### src/rtl/fetch_pkg.sv
// Shared fetch-stage types: branch counter encodings, BTB entry layout and reset PC.
package fetch_pkg;

    localparam logic [31:0] FETCH_RESET_PC = 32'h0000_0000;

    typedef enum logic [1:0] {
        STRONG_NT = 2'b00,
        WEAK_NT   = 2'b01,
        WEAK_T    = 2'b10,
        STRONG_T  = 2'b11
    } btb_ctr_e;

    // Tag is held at full word-address width; upper bits stay zero for larger tables.
    typedef struct packed {
        logic        valid;
        logic [29:0] tag;
        logic [29:0] target;
        btb_ctr_e    ctr;
    } btb_entry_t;

    function automatic btb_ctr_e ctr_next(input btb_ctr_e cur, input logic taken);
        btb_ctr_e nxt;
        case (cur)
            STRONG_NT: nxt = taken ? WEAK_NT  : STRONG_NT;
            WEAK_NT:   nxt = taken ? WEAK_T   : STRONG_NT;
            WEAK_T:    nxt = taken ? STRONG_T : WEAK_NT;
            STRONG_T:  nxt = taken ? STRONG_T : WEAK_T;
            default:   nxt = WEAK_T;
        endcase
        return nxt;
    endfunction

endpackage

### src/rtl/npc_fetch_unit_if.sv
// Fetch-stage control/result bundle: pipeline (master) drives redirects and BTB
// updates, the fetch unit (slave) returns the fetch PC and its prediction.
interface npc_fetch_unit_if;
    logic        stall_f;
    logic        redirect_e;
    logic [31:0] redirect_pc_e;
    logic        jal_d;
    logic [31:0] jal_pc_d;
    logic        btb_upd_e;
    logic [31:0] btb_pc_e;
    logic [31:0] btb_tgt_e;
    logic        btb_taken_e;
    logic [31:0] pc_f;
    logic        pred_taken_f;
    logic [31:0] pred_pc_f;

    modport master (
        output stall_f, redirect_e, redirect_pc_e, jal_d, jal_pc_d,
               btb_upd_e, btb_pc_e, btb_tgt_e, btb_taken_e,
        input  pc_f, pred_taken_f, pred_pc_f
    );

    modport slave (
        input  stall_f, redirect_e, redirect_pc_e, jal_d, jal_pc_d,
               btb_upd_e, btb_pc_e, btb_tgt_e, btb_taken_e,
        output pc_f, pred_taken_f, pred_pc_f
    );
endinterface

### src/rtl/npc_btb.sv
// Direct-mapped branch target buffer with 2-bit saturating counters; one lookup
// port (pre-update contents) and one update port written on the clock edge.
module npc_btb
    import fetch_pkg::*;
#(
    parameter int BTB_ENTRIES = 8
) (
    input  logic        clk,
    input  logic        rst_n,
    input  logic [31:0] lookup_pc,
    output logic        pred_taken,
    output logic [31:0] pred_tgt,
    input  logic        upd_en,
    input  logic [31:0] upd_pc,
    input  logic [31:0] upd_tgt,
    input  logic        upd_taken
);
    localparam int IW = $clog2(BTB_ENTRIES);

    btb_entry_t        btb_r [BTB_ENTRIES];
    logic [IW-1:0]     lk_idx_s;
    logic [IW-1:0]     up_idx_s;
    logic [29:0]       lk_tag_s;
    logic [29:0]       up_tag_s;
    btb_entry_t        lk_ent_s;
    btb_entry_t        up_ent_s;
    btb_entry_t        new_ent_s;
    logic              up_hit_s;
    logic              wr_s;
    logic              unused_s;

    assign lk_idx_s = lookup_pc[2+IW-1:2];
    assign up_idx_s = upd_pc[2+IW-1:2];
    assign lk_tag_s = 30'(lookup_pc >> (2 + IW));
    assign up_tag_s = 30'(upd_pc >> (2 + IW));
    assign lk_ent_s = btb_r[lk_idx_s];
    assign up_ent_s = btb_r[up_idx_s];
    assign up_hit_s = up_ent_s.valid && (up_ent_s.tag == up_tag_s);

    assign pred_taken = lk_ent_s.valid && (lk_ent_s.tag == lk_tag_s) && lk_ent_s.ctr[1];
    assign pred_tgt   = {lk_ent_s.target, 2'b00};
    assign unused_s   = ^{lookup_pc[1:0], upd_pc[1:0], upd_tgt[1:0]};

    // Build the replacement entry: train on hit, allocate on taken miss.
    always_comb begin
        new_ent_s = up_ent_s;
        wr_s      = 1'b0;
        if (upd_en && up_hit_s) begin
            wr_s          = 1'b1;
            new_ent_s.ctr = ctr_next(up_ent_s.ctr, upd_taken);
            if (upd_taken) begin
                new_ent_s.target = upd_tgt[31:2];
            end else begin
                new_ent_s.target = up_ent_s.target;
            end
        end else if (upd_en && upd_taken) begin
            wr_s             = 1'b1;
            new_ent_s.valid  = 1'b1;
            new_ent_s.tag    = up_tag_s;
            new_ent_s.target = upd_tgt[31:2];
            new_ent_s.ctr    = WEAK_T;
        end else begin
            wr_s = 1'b0;
        end
    end

    // Table storage; reset clears every valid bit.
    always_ff @(posedge clk or negedge rst_n) begin
        if (!rst_n) begin
            for (int i = 0; i < BTB_ENTRIES; i++) begin
                btb_r[i] <= '0;
            end
        end else if (wr_s) begin
            btb_r[up_idx_s] <= new_ent_s;
        end
    end

endmodule

### src/rtl/npc_fetch_unit.sv
// Fetch-PC register and next-PC selection (redirect > stall > JAL > BTB > PC+4).
// Optional branch target buffer enabled by defining NPC_BTB_EN.
module npc_fetch_unit
    import fetch_pkg::*;
#(
    parameter logic [31:0] RESET_PC    = FETCH_RESET_PC,
    parameter int          BTB_ENTRIES = 8
) (
    input  logic             clk,
    input  logic             rst_n,
    npc_fetch_unit_if.slave  bus
);
    logic [31:0] pc_r;
    logic [31:0] next_pc_s;
    logic [31:0] pred_pc_s;
    logic [31:0] btb_tgt_s;
    logic        btb_taken_s;
    logic        unused_ctl_s;

`ifdef NPC_BTB_EN
    npc_btb #(.BTB_ENTRIES(BTB_ENTRIES)) u_btb (
        .clk       (clk),
        .rst_n     (rst_n),
        .lookup_pc (pc_r),
        .pred_taken(btb_taken_s),
        .pred_tgt  (btb_tgt_s),
        .upd_en    (bus.btb_upd_e),
        .upd_pc    (bus.btb_pc_e),
        .upd_tgt   (bus.btb_tgt_e),
        .upd_taken (bus.btb_taken_e)
    );
`else
    logic unused_btb_s;
    assign btb_taken_s  = 1'b0;
    assign btb_tgt_s    = 32'h0000_0000;
    assign unused_btb_s = ^{bus.btb_upd_e, bus.btb_pc_e, bus.btb_tgt_e,
                            bus.btb_taken_e, BTB_ENTRIES[0]};
`endif

    assign pred_pc_s    = btb_taken_s ? btb_tgt_s : pc_r + 32'd4;
    assign unused_ctl_s = ^{bus.redirect_pc_e[1:0], bus.jal_pc_d[1:0]};

    // JAL is dropped while stalled: the held ID instruction presents it again.
    always_comb begin
        next_pc_s = pred_pc_s;
        if (bus.redirect_e) begin
            next_pc_s = {bus.redirect_pc_e[31:2], 2'b00};
        end else if (bus.stall_f) begin
            next_pc_s = pc_r;
        end else if (bus.jal_d) begin
            next_pc_s = {bus.jal_pc_d[31:2], 2'b00};
        end else begin
            next_pc_s = pred_pc_s;
        end
    end

    // Architectural fetch PC.
    always_ff @(posedge clk or negedge rst_n) begin
        if (!rst_n) begin
            pc_r <= RESET_PC;
        end else begin
            pc_r <= next_pc_s;
        end
    end

    assign bus.pc_f         = pc_r;
    assign bus.pred_taken_f = btb_taken_s;
    assign bus.pred_pc_f    = pred_pc_s;

endmodule

### src/flat_wrapper.sv
// flat-port wrapper written by rule: the top's interface ports become plain ports
module npc_fetch_unit_flat import fetch_pkg::*;
#(
    parameter logic [31:0] RESET_PC    = FETCH_RESET_PC,
    parameter int          BTB_ENTRIES = 8
)
  (clk, rst_n, bus_stall_f, bus_redirect_e, bus_redirect_pc_e, bus_jal_d, bus_jal_pc_d, bus_btb_upd_e, bus_btb_pc_e, bus_btb_tgt_e, bus_btb_taken_e, bus_pc_f, bus_pred_taken_f, bus_pred_pc_f);
  npc_fetch_unit_if bus_i ();
  input  logic clk;
  input  logic rst_n;
  input wire logic [$bits(bus_i.stall_f)-1:0] bus_stall_f;
  input wire logic [$bits(bus_i.redirect_e)-1:0] bus_redirect_e;
  input wire logic [$bits(bus_i.redirect_pc_e)-1:0] bus_redirect_pc_e;
  input wire logic [$bits(bus_i.jal_d)-1:0] bus_jal_d;
  input wire logic [$bits(bus_i.jal_pc_d)-1:0] bus_jal_pc_d;
  input wire logic [$bits(bus_i.btb_upd_e)-1:0] bus_btb_upd_e;
  input wire logic [$bits(bus_i.btb_pc_e)-1:0] bus_btb_pc_e;
  input wire logic [$bits(bus_i.btb_tgt_e)-1:0] bus_btb_tgt_e;
  input wire logic [$bits(bus_i.btb_taken_e)-1:0] bus_btb_taken_e;
  output wire logic [$bits(bus_i.pc_f)-1:0] bus_pc_f;
  output wire logic [$bits(bus_i.pred_taken_f)-1:0] bus_pred_taken_f;
  output wire logic [$bits(bus_i.pred_pc_f)-1:0] bus_pred_pc_f;
  assign bus_i.stall_f = bus_stall_f;
  assign bus_i.redirect_e = bus_redirect_e;
  assign bus_i.redirect_pc_e = bus_redirect_pc_e;
  assign bus_i.jal_d = bus_jal_d;
  assign bus_i.jal_pc_d = bus_jal_pc_d;
  assign bus_i.btb_upd_e = bus_btb_upd_e;
  assign bus_i.btb_pc_e = bus_btb_pc_e;
  assign bus_i.btb_tgt_e = bus_btb_tgt_e;
  assign bus_i.btb_taken_e = bus_btb_taken_e;
  assign bus_pc_f = bus_i.pc_f;
  assign bus_pred_taken_f = bus_i.pred_taken_f;
  assign bus_pred_pc_f = bus_i.pred_pc_f;
  npc_fetch_unit #(.RESET_PC(RESET_PC), .BTB_ENTRIES(BTB_ENTRIES)) u_core (.clk(clk), .rst_n(rst_n), .bus(bus_i));
endmodule
### config.mk
export PLATFORM = sky130hd
export DESIGN_NAME = npc_fetch_unit_flat
export DESIGN_NICKNAME = d
export VERILOG_FILES = /design/src/rtl/fetch_pkg.sv /design/src/rtl/npc_fetch_unit_if.sv /design/src/rtl/npc_btb.sv /design/src/rtl/npc_fetch_unit.sv /design/src/flat_wrapper.sv
export SDC_FILE = /design/constraint.sdc
export NUM_CORES = 1
export LEC_CHECK = 0
export BUFFER_PORTS_ARGS = -buffer_cell sky130_fd_sc_hd__buf_4
export CORE_AREA = 2 2 78 80
export DETAILED_ROUTE_END_ITERATION = 10
export DIE_AREA = 0 0 80 82
export GPL_TIMING_DRIVEN = 0
export HOLD_SLACK_MARGIN = 0.1
export PLACE_DENSITY_LB_ADDON = 0.1
export SLEW_MARGIN = 20
export SYNTH_ARGS = -nofsm -noshare
export SYNTH_HDL_FRONTEND = slang
export SYNTH_HIERARCHICAL = 1
export SYNTH_SLANG_ARGS = --single-unit
export TNS_END_PERCENT = 100
### constraint.sdc
create_clock -name clk -period 3.94 [get_ports clk]
set_input_delay 0.394 -clock clk [delete_from_list [all_inputs] [get_ports clk]]
set_output_delay 0.394 -clock clk [all_outputs]
set_load 0.01 [all_outputs]
==> results.cfg, run 1 <==
[clock_tree]
clkSinkCount = 30
post-cts-setup-buffers = 0
cts_buffers = 5
clk_latency_ns = 0.29
cts_root_buffer = clkbuf_8
cts.repair.resized = 0
cts_tree = yes
cts_max_level = 2
hold_buffers = 1
clockBufferDepth = 2
path_clk_slew_ns = 0.06

[synth]
synth.cell_area_sq_mm = 0.00233
synth_flop_cell = dfrtp_1
ys_warn_count = 6
synth_edf_count = 0
syn_avg_cell_area_sq_um = 7.80
ys_seq_area_share_pct = 32.2
synthCells = 299
synthArstFlopShare_pct = 100
synth.distinct_cells = 36
ys_ff_latch = 30

[grt]
antenna_found_initial = 0
grt_max_degree = 31
grt_pass1_wl_um = 12400
grt_pass1_vias = 2516
track_usage_pct = 24.6
grt-ovfl-total = 0

[detailed_routing]
dr_total_vias = 2698
drcViolationCount = 0
ant_nets = 0
drt_wl_total_um = 8200
via_per_inst = 5.31
wl_per_cell_um = 16.1
first_pass_iters = 5
drt_iter0_drc = 221

[worst_setup_path]
critPathLaunchType = register
crit_type = register to output port
reg2reg_depth = 6
required_ns = 3.55
arrival_ns = 2.46
worst_setup_path_end_kind = output port
cp_max_fo = 8
r2r_slack_ns = 1.54
r2r-start = u_core/bus.pc_f[2]
r2r_end = u_core/bus.pc_f[28]

[pwr]
switching_share_pct = 35.0
peakVddDrop_v = 0.000173
switching_power_w = 0.000354
pwr-share-clk_pct = 23.5
p_seq_share_pct = 39.3
powerDensity_mw_per_mm2 = 294
p_comb_share_pct = 37.2
p_leak_nw = 1.62
intPower_w = 0.000659

[floorplan]
die_w_um = 80
num_rows = 28
initial_utilization_pct = 40.6
ios = 200
coreArea_sq_mm = 0.00575
die_h_um = 82
die-area_sq_mm = 0.00656

[outcome]
status = finished, final reports clean

[timing]
hold_slack_ns = 0.323
max-slew-margin-rel_pct = 61.0
rsz0062_at_grt = no
max_freq_ghz = 0.350
fin_tns_setup_ns = 0
skew_ns = 0.00525
min_period_ns = 2.86
finalHoldViolCount = 0
worst_slew_pin_slew_ns = 0.585
post-route-worst-setup-slack_ns = 1.08
finalSetupViolations = 0
layout_worst_path_cycle_share_pct = 72.5
drv_slew = 0

[placement]
placed_cell_area_sq_mm = 0.00336
place.gp.congestion = 0.911
dp.cells = 500
portBuffers = 122
dp_hpwl_um = 6220
pre_cts_ws_ns = 1.44

[hold_path]
hold_path.class = input port to register
min_from = bus_redirect_pc_e[8]
hold_end = u_core/bus.pc_f[8]
hold_depth = 3

[cells_and_area]
syn2layout_area_growth_pct = 47.6
n_antenna_cell = 0
layout-drive-gt1-share_pct = 32.8
fin_cells = 508
largest_reg_flops = 30
finalNetCount = 569
design_area_sq_mm = 0.00344

[run]
cap_violations = 0
## critical path, cell delays in order (launching register included)
cell     delay [ns]
dfrtp_1        0.50
ha_1           0.39
nand4_1        0.22
nor4_4         0.41
nand4_1        0.21
xnor2_1        0.27
buf_4          0.17
## worst max-delay path by stage
stage                             startpoint           endpoint  slack, ns  depth (start not counted)
final                     u_core/bus.pc_f[2]  bus_pred_pc_f[28]       1.08                          6
after CTS                 u_core/bus.pc_f[2]  bus_pred_pc_f[28]       1.10                          6
after floorplan           u_core/bus.pc_f[2]  bus_pred_pc_f[28]       1.87                          5
after global routing      u_core/bus.pc_f[2]  bus_pred_pc_f[28]       0.95                          6
after detailed placement  u_core/bus.pc_f[2]  bus_pred_pc_f[28]       1.44                          6
after global placement    u_core/bus.pc_f[2]  bus_pred_pc_f[28]       1.41                          6
## kinds of logic (layout without fill, tap and decap cells)
group                    Yosys count  in the layout  share of synthesized area [%]
AND/OR/NAND/NOR                  137            137                           28.5
AO/OA/AOI/OAI                     65             65                           19.3
flip-flops                        30             30                           32.2
buffers and inverters             30            160                           5.68
XOR/XNOR                          28             28                           10.5
multiplexers                       7              7                           3.16
adder cells (fa/ha/maj)            1              1                          0.536
other                              1              5                          0.161
## stage by stage
step,util [%],power (W)
2_1_floorplan,-,0.000574
6_report,60.0,0.00101
4_1_cts,60.0,0.00102
5_1_grt,60.0,0.00107
3_5_place_dp,58.4,0.000779
3_3_place_gp,58.4,0.000775
## metal layers
metal	GRT usage, %	routed length (um)
met1	33.0	3560
met2	38.8	3680
met3	6.15	888
met4	8.31	62
met5	0	0
## cell usage after synthesis, types with 2 or more instances
cell type,number,area share [%]
dfrtp_1,30,32
buf_4,5,1.6
nand2_1,34,5.5
nor4_4,2,1.8
nor2_1,56,9.0
nor2b_1,2,0.54
nand2b_1,2,0.54
nor3_1,6,1.3
a21oi_1,31,6.6
xnor2_1,17,6.4
and3_1,3,0.80
mux2_2,3,1.4
mux2i_1,4,1.7
a221o_1,20,8.6
xor2_1,11,4.1
inv_1,4,0.64
nor3b_1,2,0.64
o31ai_1,3,0.97
nand3_1,17,3.6
nand4_1,8,2.1
o21ai_0,6,1.3
clkbuf_1,19,3.1
## area by class of cell
class                   instances  area [sq um]
flip-flops and latches         30           751
plain buffers                  26           118
multi-input cells             243          1470
repair buffers                123           926
inverters                       4          15.0
well taps                      75          93.8
clock buffers                   7          76.3
fillers                       557          2300
## cell usage in the layout, fill, tap and decap left out, types with 2 or more instances in the layout
cell      netlist  routed
buf_4           5     127
nor2_1         56      56
nand2_1        34      34
a21oi_1        31      31
dfrtp_1        30      30
clkbuf_1       19      21
a221o_1        20      20
nand3_1        17      17
xnor2_1        17      17
xor2_1         11      11
nand4_1         8       8
nor3_1          6       6
o21ai_0         6       6
clkbuf_8        0       5
conb_1          1       5
inv_1           4       4
mux2i_1         4       4
and3_1          3       3
mux2_2          3       3
o31ai_1         3       3
nor4_4          2       2
nor2b_1         2       2
nor3b_1         2       2
nand2b_1        2       2
## power groups by stage
stage / clock, W / sequential, W / combinational [W]
4_1_cts: 0.000242 / 0.000398 / 0.000379
3_5_place_dp: 0 / 0.000403 / 0.000376
6_report: 0.000238 / 0.000398 / 0.000376
5_1_grt: 0.000256 / 0.000405 / 0.000410
3_3_place_gp: 0 / 0.000403 / 0.000372
2_1_floorplan: 0 / 0.000405 / 0.000169
Note: power is estimated with default switching activity, not from simulation.
==> inputs of run 2 (changes only) <==
CORE_AREA = default   (was 2 2 78 80)
CORE_UTILIZATION = 35   (was default)
DIE_AREA = default   (was 0 0 80 82)
clock period = 2.56 ns   (was 3.94 ns; I/O delays follow)
==> results.cfg, run 2 (synthesis gave the netlist of run 1 again) <==
[outcome]
status = finished, final reports clean

[clock_tree]
cts_tree = yes
cts_max_level = 2
clk_latency_ns = 0.28
cts_buffers = 5
clkSinkCount = 30
clockBufferDepth = 2
cts_root_buffer = clkbuf_8
path_clk_slew_ns = 0.06

[floorplan]
coreArea_sq_mm = 0.00639
initial_utilization_pct = 36.5
num_rows = 29
ios = 200
die_h_um = 83.7
die-area_sq_mm = 0.00700
die_w_um = 83.7

[timing]
rsz0062_at_grt = yes
finalHoldViolCount = 0
min_period_ns = 2.41
max_freq_ghz = 0.415
fin_tns_setup_ns = 0
max-slew-margin-rel_pct = 58.9
skew_ns = 0.00382
layout_worst_path_cycle_share_pct = 94.1
finalSetupViolations = 0
drv_slew = 0
worst_slew_pin_slew_ns = 0.617

[worst_setup_path]
crit_type = register to output port
r2r_slack_ns = 0.42
cp_slowest_stage_delay_ns = 0.48
r2r-start = u_core/bus.pc_f[2]
path_cells = ha_4, nand4_1, nor4_4, buf_4, nand4_1, xnor2_2, buf_4
arrival_ns = 2.15
required_ns = 2.30
r2r_end = u_core/bus.pc_f[28]
worstSetupEndpoint = bus_pred_pc_f[28]
cp_max_fo = 8
cpMaxStageDelayCell = dfrtp_2
reg2reg_depth = 7
critPathLaunch = u_core/bus.pc_f[2]
critPathLaunchType = register
worst_setup_path_end_kind = output port

[run]
cap_violations = 0

[pwr]
power_w = 0.00159
peakVddDrop_v = 0.000253
powerDensity_mw_per_mm2 = 456
p_leak_nw = 1.65

[detailed_routing]
via_per_inst = 5.35
drt_wl_total_um = 8410
drt_iter0_drc = 148
wl_per_cell_um = 16.4
ant_nets = 0
drcViolationCount = 0
first_pass_iters = 5
dr_total_vias = 2740

[hold_path]
hold_path.class = input port to register

[grt]
track_usage_pct = 23.9
grt_pass1_vias = 2576
grt-ovfl-total = 0
antenna_found_initial = 0
grt_pass1_wl_um = 13200
grt_max_degree = 31

[cells_and_area]
syn2layout_area_growth_pct = 49.9
fin_util_pct = 54.8
final_cell_mix = 130 x buf_4, 56 x nor2_1, 34 x nand2_1, 31 x a21oi_1, 28 x dfrtp_1
layout-drive-gt1-share_pct = 34.5
n_antenna_cell = 0
largest_reg_flops = 30
fill_cells = 607
final_common_cell = buf_4
finalNetCount = 572

[placement]
dp_hpwl_um = 6230
portBuffers = 122
place.gp.congestion = 0.799
run 2: cell count changes in the layout (fill, tap and decap cells not counted), sizes merged:
cell and change:
clkbuf -1, buf +3
run 2: repair_timing:
item / 4_1_cts / 5_1_grt
setup endpoints to repair: 6 / 13
hold endpoints to repair: 30 / 0
buffers inserted: 1 / 2
pin swaps: 1 / 1
hold buffers: 1 / 0
resized for setup: 2 / 3
run 2: how the worst min path moves through the flow:
stage	from	end	slack, ns	cells past startpoint
after floorplan	rst_n	u_core/bus.pc_f[10]	-0.04	0
after global placement	rst_n	u_core/bus.pc_f[14]	0.22	1
after detailed placement	rst_n	u_core/bus.pc_f[15]	0.23	1
after CTS	bus_redirect_pc_e[10]	u_core/bus.pc_f[10]	0.18	3
after global routing	bus_redirect_pc_e[8]	u_core/bus.pc_f[8]	0.19	3
final	bus_redirect_pc_e[17]	u_core/bus.pc_f[17]	0.19	3
run 2: layout make-up:
type                       count  area [sq um]  area share, %
multi-input combinational    243          1490           42.5
timing repair buffer         126           948           27.1
sequential                    30           753           21.5
buffer                        26           118           3.36
tap                           77          96.3           2.75
clock buffer                   6          82.6           2.36
inverter                       4          15.0          0.429
run 2: critical path: cells and delay by family, from the launching register on:
kind | cells | cell delay, ns
DFF | 1 | 0.48
adders and majority gates | 1 | 0.23
xor gates and xnor gates | 1 | 0.21
buffers and inverters | 2 | 0.36
and+or+nand+nor | 3 | 0.60
run 2: per-stage QoR:
stage	worst slack, ns	instances	area [sq um]	hold slack, ns
2_1_floorplan	0.512	303	2350	-0.0396
3_3_place_gp	0.139	502	3360	0.224
3_5_place_dp	0.155	502	3360	0.228
4_1_cts	0.0136	510	3460	0.181
5_1_grt	0.0257	512	3500	0.195
6_report	0.152	512	3500	0.188
run 2: where the power goes:
| part | switching [W] | total [W] | internal (W) |
|---|---|---|---|
| combinational | 0.000279 | 0.000588 | 0.000309 |
| clock | 0.000183 | 0.000391 | 0.000207 |
| sequential | 0.0000924 | 0.000616 | 0.000524 |
| total | 0.000555 | 0.00159 | 0.00104 |
run 2: metal layers:
layer	global-route usage, %	vias up	share of wire [%]
met1	32.3	1276	46
li1	-	1319	-
met4	6.93	0	1.2
met3	6.23	10	8.7
met5	0	-	0
met2	37.5	135	44
==> inputs of run 3 (changes only) <==
CORE_ASPECT_RATIO = 1.75   (was default)
==> results.cfg, run 3 (synthesis gave the netlist of run 1 again) <==
[cells_and_area]
fin_cells = 518
layout-drive-gt1-share_pct = 33.9
largest_reg_flops = 30
fill_cells = 695
n_antenna_cell = 0
syn2layout_area_growth_pct = 52.0
final_common_cell = buf_4
finalNetCount = 572
final_cell_mix = 130 x buf_4, 56 x nor2_1, 34 x nand2_1, 31 x a21oi_1, 28 x dfrtp_1

[detailed_routing]
drcViolationCount = 0
routed.top_layer = met4
via_per_inst = 5.24
drt_wl_total_um = 8410
wl_met2_um = 4200
ant_nets = 0
first_pass_iters = 4
dr_total_vias = 2715
drt_iter0_drc = 192
wl_per_cell_um = 16.2
route.met3.wl_um = 683
wl_met1_um = 3350

[clock_tree]
path_clk_slew_ns = 0.05
cts_max_level = 2
clkSinkCount = 30
clk_latency_ns = 0.27
clockBufferDepth = 2
cts_buffers = 5
cts_tree = yes
cts_root_buffer = clkbuf_16

[worst_setup_path]
worst_setup_path_end_kind = output port
cp_max_fo = 8
crit_family = simple AND/OR/NAND/NOR gates
r2r-start = u_core/bus.pc_f[2]
crit_type = register to output port
required_ns = 2.30
cpMaxStageDelayCell = dfrtp_2
r2r_end = u_core/bus.pc_f[28]
r2r_slack_ns = 0.51
cp_slowest_stage_delay_ns = 0.47
reg2reg_depth = 7
arrival_ns = 2.12
crit_buf_inv = 2
critPathLaunch = u_core/bus.pc_f[2]
path_cells = ha_4, nand4_1, nor4_4, buf_4, nand4_1, xnor2_1, buf_4
critPathLaunchType = register

[floorplan]
initial_utilization_pct = 36.0
die_w_um = 63.7
num_rows = 39
die_h_um = 110
coreArea_sq_mm = 0.00649
ios = 200
die-area_sq_mm = 0.00701

[grt]
grt_pass1_wl_um = 13100
grt-ovfl-total = 0
grt_pass1_vias = 2618
track_usage_pct = 24.3
antenna_found_initial = 0
grt_max_degree = 31

[timing]
skew_ns = 0.00177
fin_tns_setup_ns = 0
max_freq_ghz = 0.421
min_period_ns = 2.37
finalSetupViolations = 0
worst_slew_pin_slew_ns = 0.631
layout_worst_path_cycle_share_pct = 92.7
finalHoldViolCount = 0
drv_slew = 0
rsz0062_at_grt = no
max-slew-margin-rel_pct = 58.0

[pwr]
powerDensity_mw_per_mm2 = 497
power_w = 0.00176
peakVddDrop_v = 0.000259
p_leak_nw = 1.66

[hold_path]
hold_end = u_core/bus.pc_f[3]
min_from = bus_redirect_pc_e[3]
hold_path.class = input port to register
hold_depth = 3

[run]
cap_violations = 0

[placement]
dp.cells = 507
place.gp.congestion = 0.870
portBuffers = 122
dp_hpwl_um = 6260

[outcome]
status = finished, final reports clean
-- run 3: per-layer routing --
metal	vias to the layer above	global-route usage (%)
met5	-	0
met3	10	4.22
li1	1325	-
met2	148	42.6
met4	0	9.42
met1	1232	29.3
-- run 3: timing repair --
action	4_1_cts	5_1_grt
cloned	0	0
pin swaps	1	1
hold buffers	1	0
hold endpoints to repair	30	0
resized for setup	1	3
setup buffers	1	2
endpoints found under the setup margin	6	10
-- run 3: layout make-up --
type	instances	area [sq um]	area share, %
clock buffers	7	133	3.74
flip-flops and latches	30	753	21.2
repair buffers	126	948	26.7
plain buffers	26	118	3.32
well taps	82	103	2.89
multi-input cells	243	1480	41.7
inverters	4	15.0	0.423
-- run 3: per-stage QoR --
| step | util (%) | hold WS, ns | worst slack (ns) | area, sq um |
|---|---|---|---|---|
| 6_report | 54.7 | 0.189 | 0.187 | 3550 |
| 5_1_grt | 54.7 | 0.201 | 0.0649 | 3550 |
| 4_1_cts | 54.2 | 0.189 | 0.00940 | 3520 |
| 3_5_place_dp | 51.9 | 0.226 | 0.168 | 3370 |
| 3_3_place_gp | 51.9 | 0.225 | 0.162 | 3370 |
| 2_1_floorplan | - | -0.0396 | 0.512 | 2350 |
-- run 3: how the worst max path moves through the flow --
stage                     depth (start not counted)  slack (ns)             endpoint
final                                             7        0.19    bus_pred_pc_f[28]
after global routing                              7        0.06    bus_pred_pc_f[28]
after CTS                                         7       0.009    bus_pred_pc_f[28]
after detailed placement                          6        0.17    bus_pred_pc_f[28]
after global placement                            6        0.16    bus_pred_pc_f[28]
after floorplan                                   6        0.51  u_core/bus.pc_f[28]
-- run 3: report_power, final --
part | switching (W) | internal (W) | total (W) | leakage (nW)
combinational | 0.000277 | 0.000308 | 0.000585 | 1.24
clock | 0.000205 | 0.000355 | 0.000560 | 0.0640
sequential | 0.0000923 | 0.000525 | 0.000617 | 0.362
-- run 3: worst register-to-register path, cell delays in order, from the launching register on --
cell     delay [ns]
dfrtp_2        0.47
ha_4           0.23
nand4_1        0.16
nor4_4         0.23
buf_4          0.20
nand4_1        0.13
xnor2_1        0.18
a221o_2        0.34
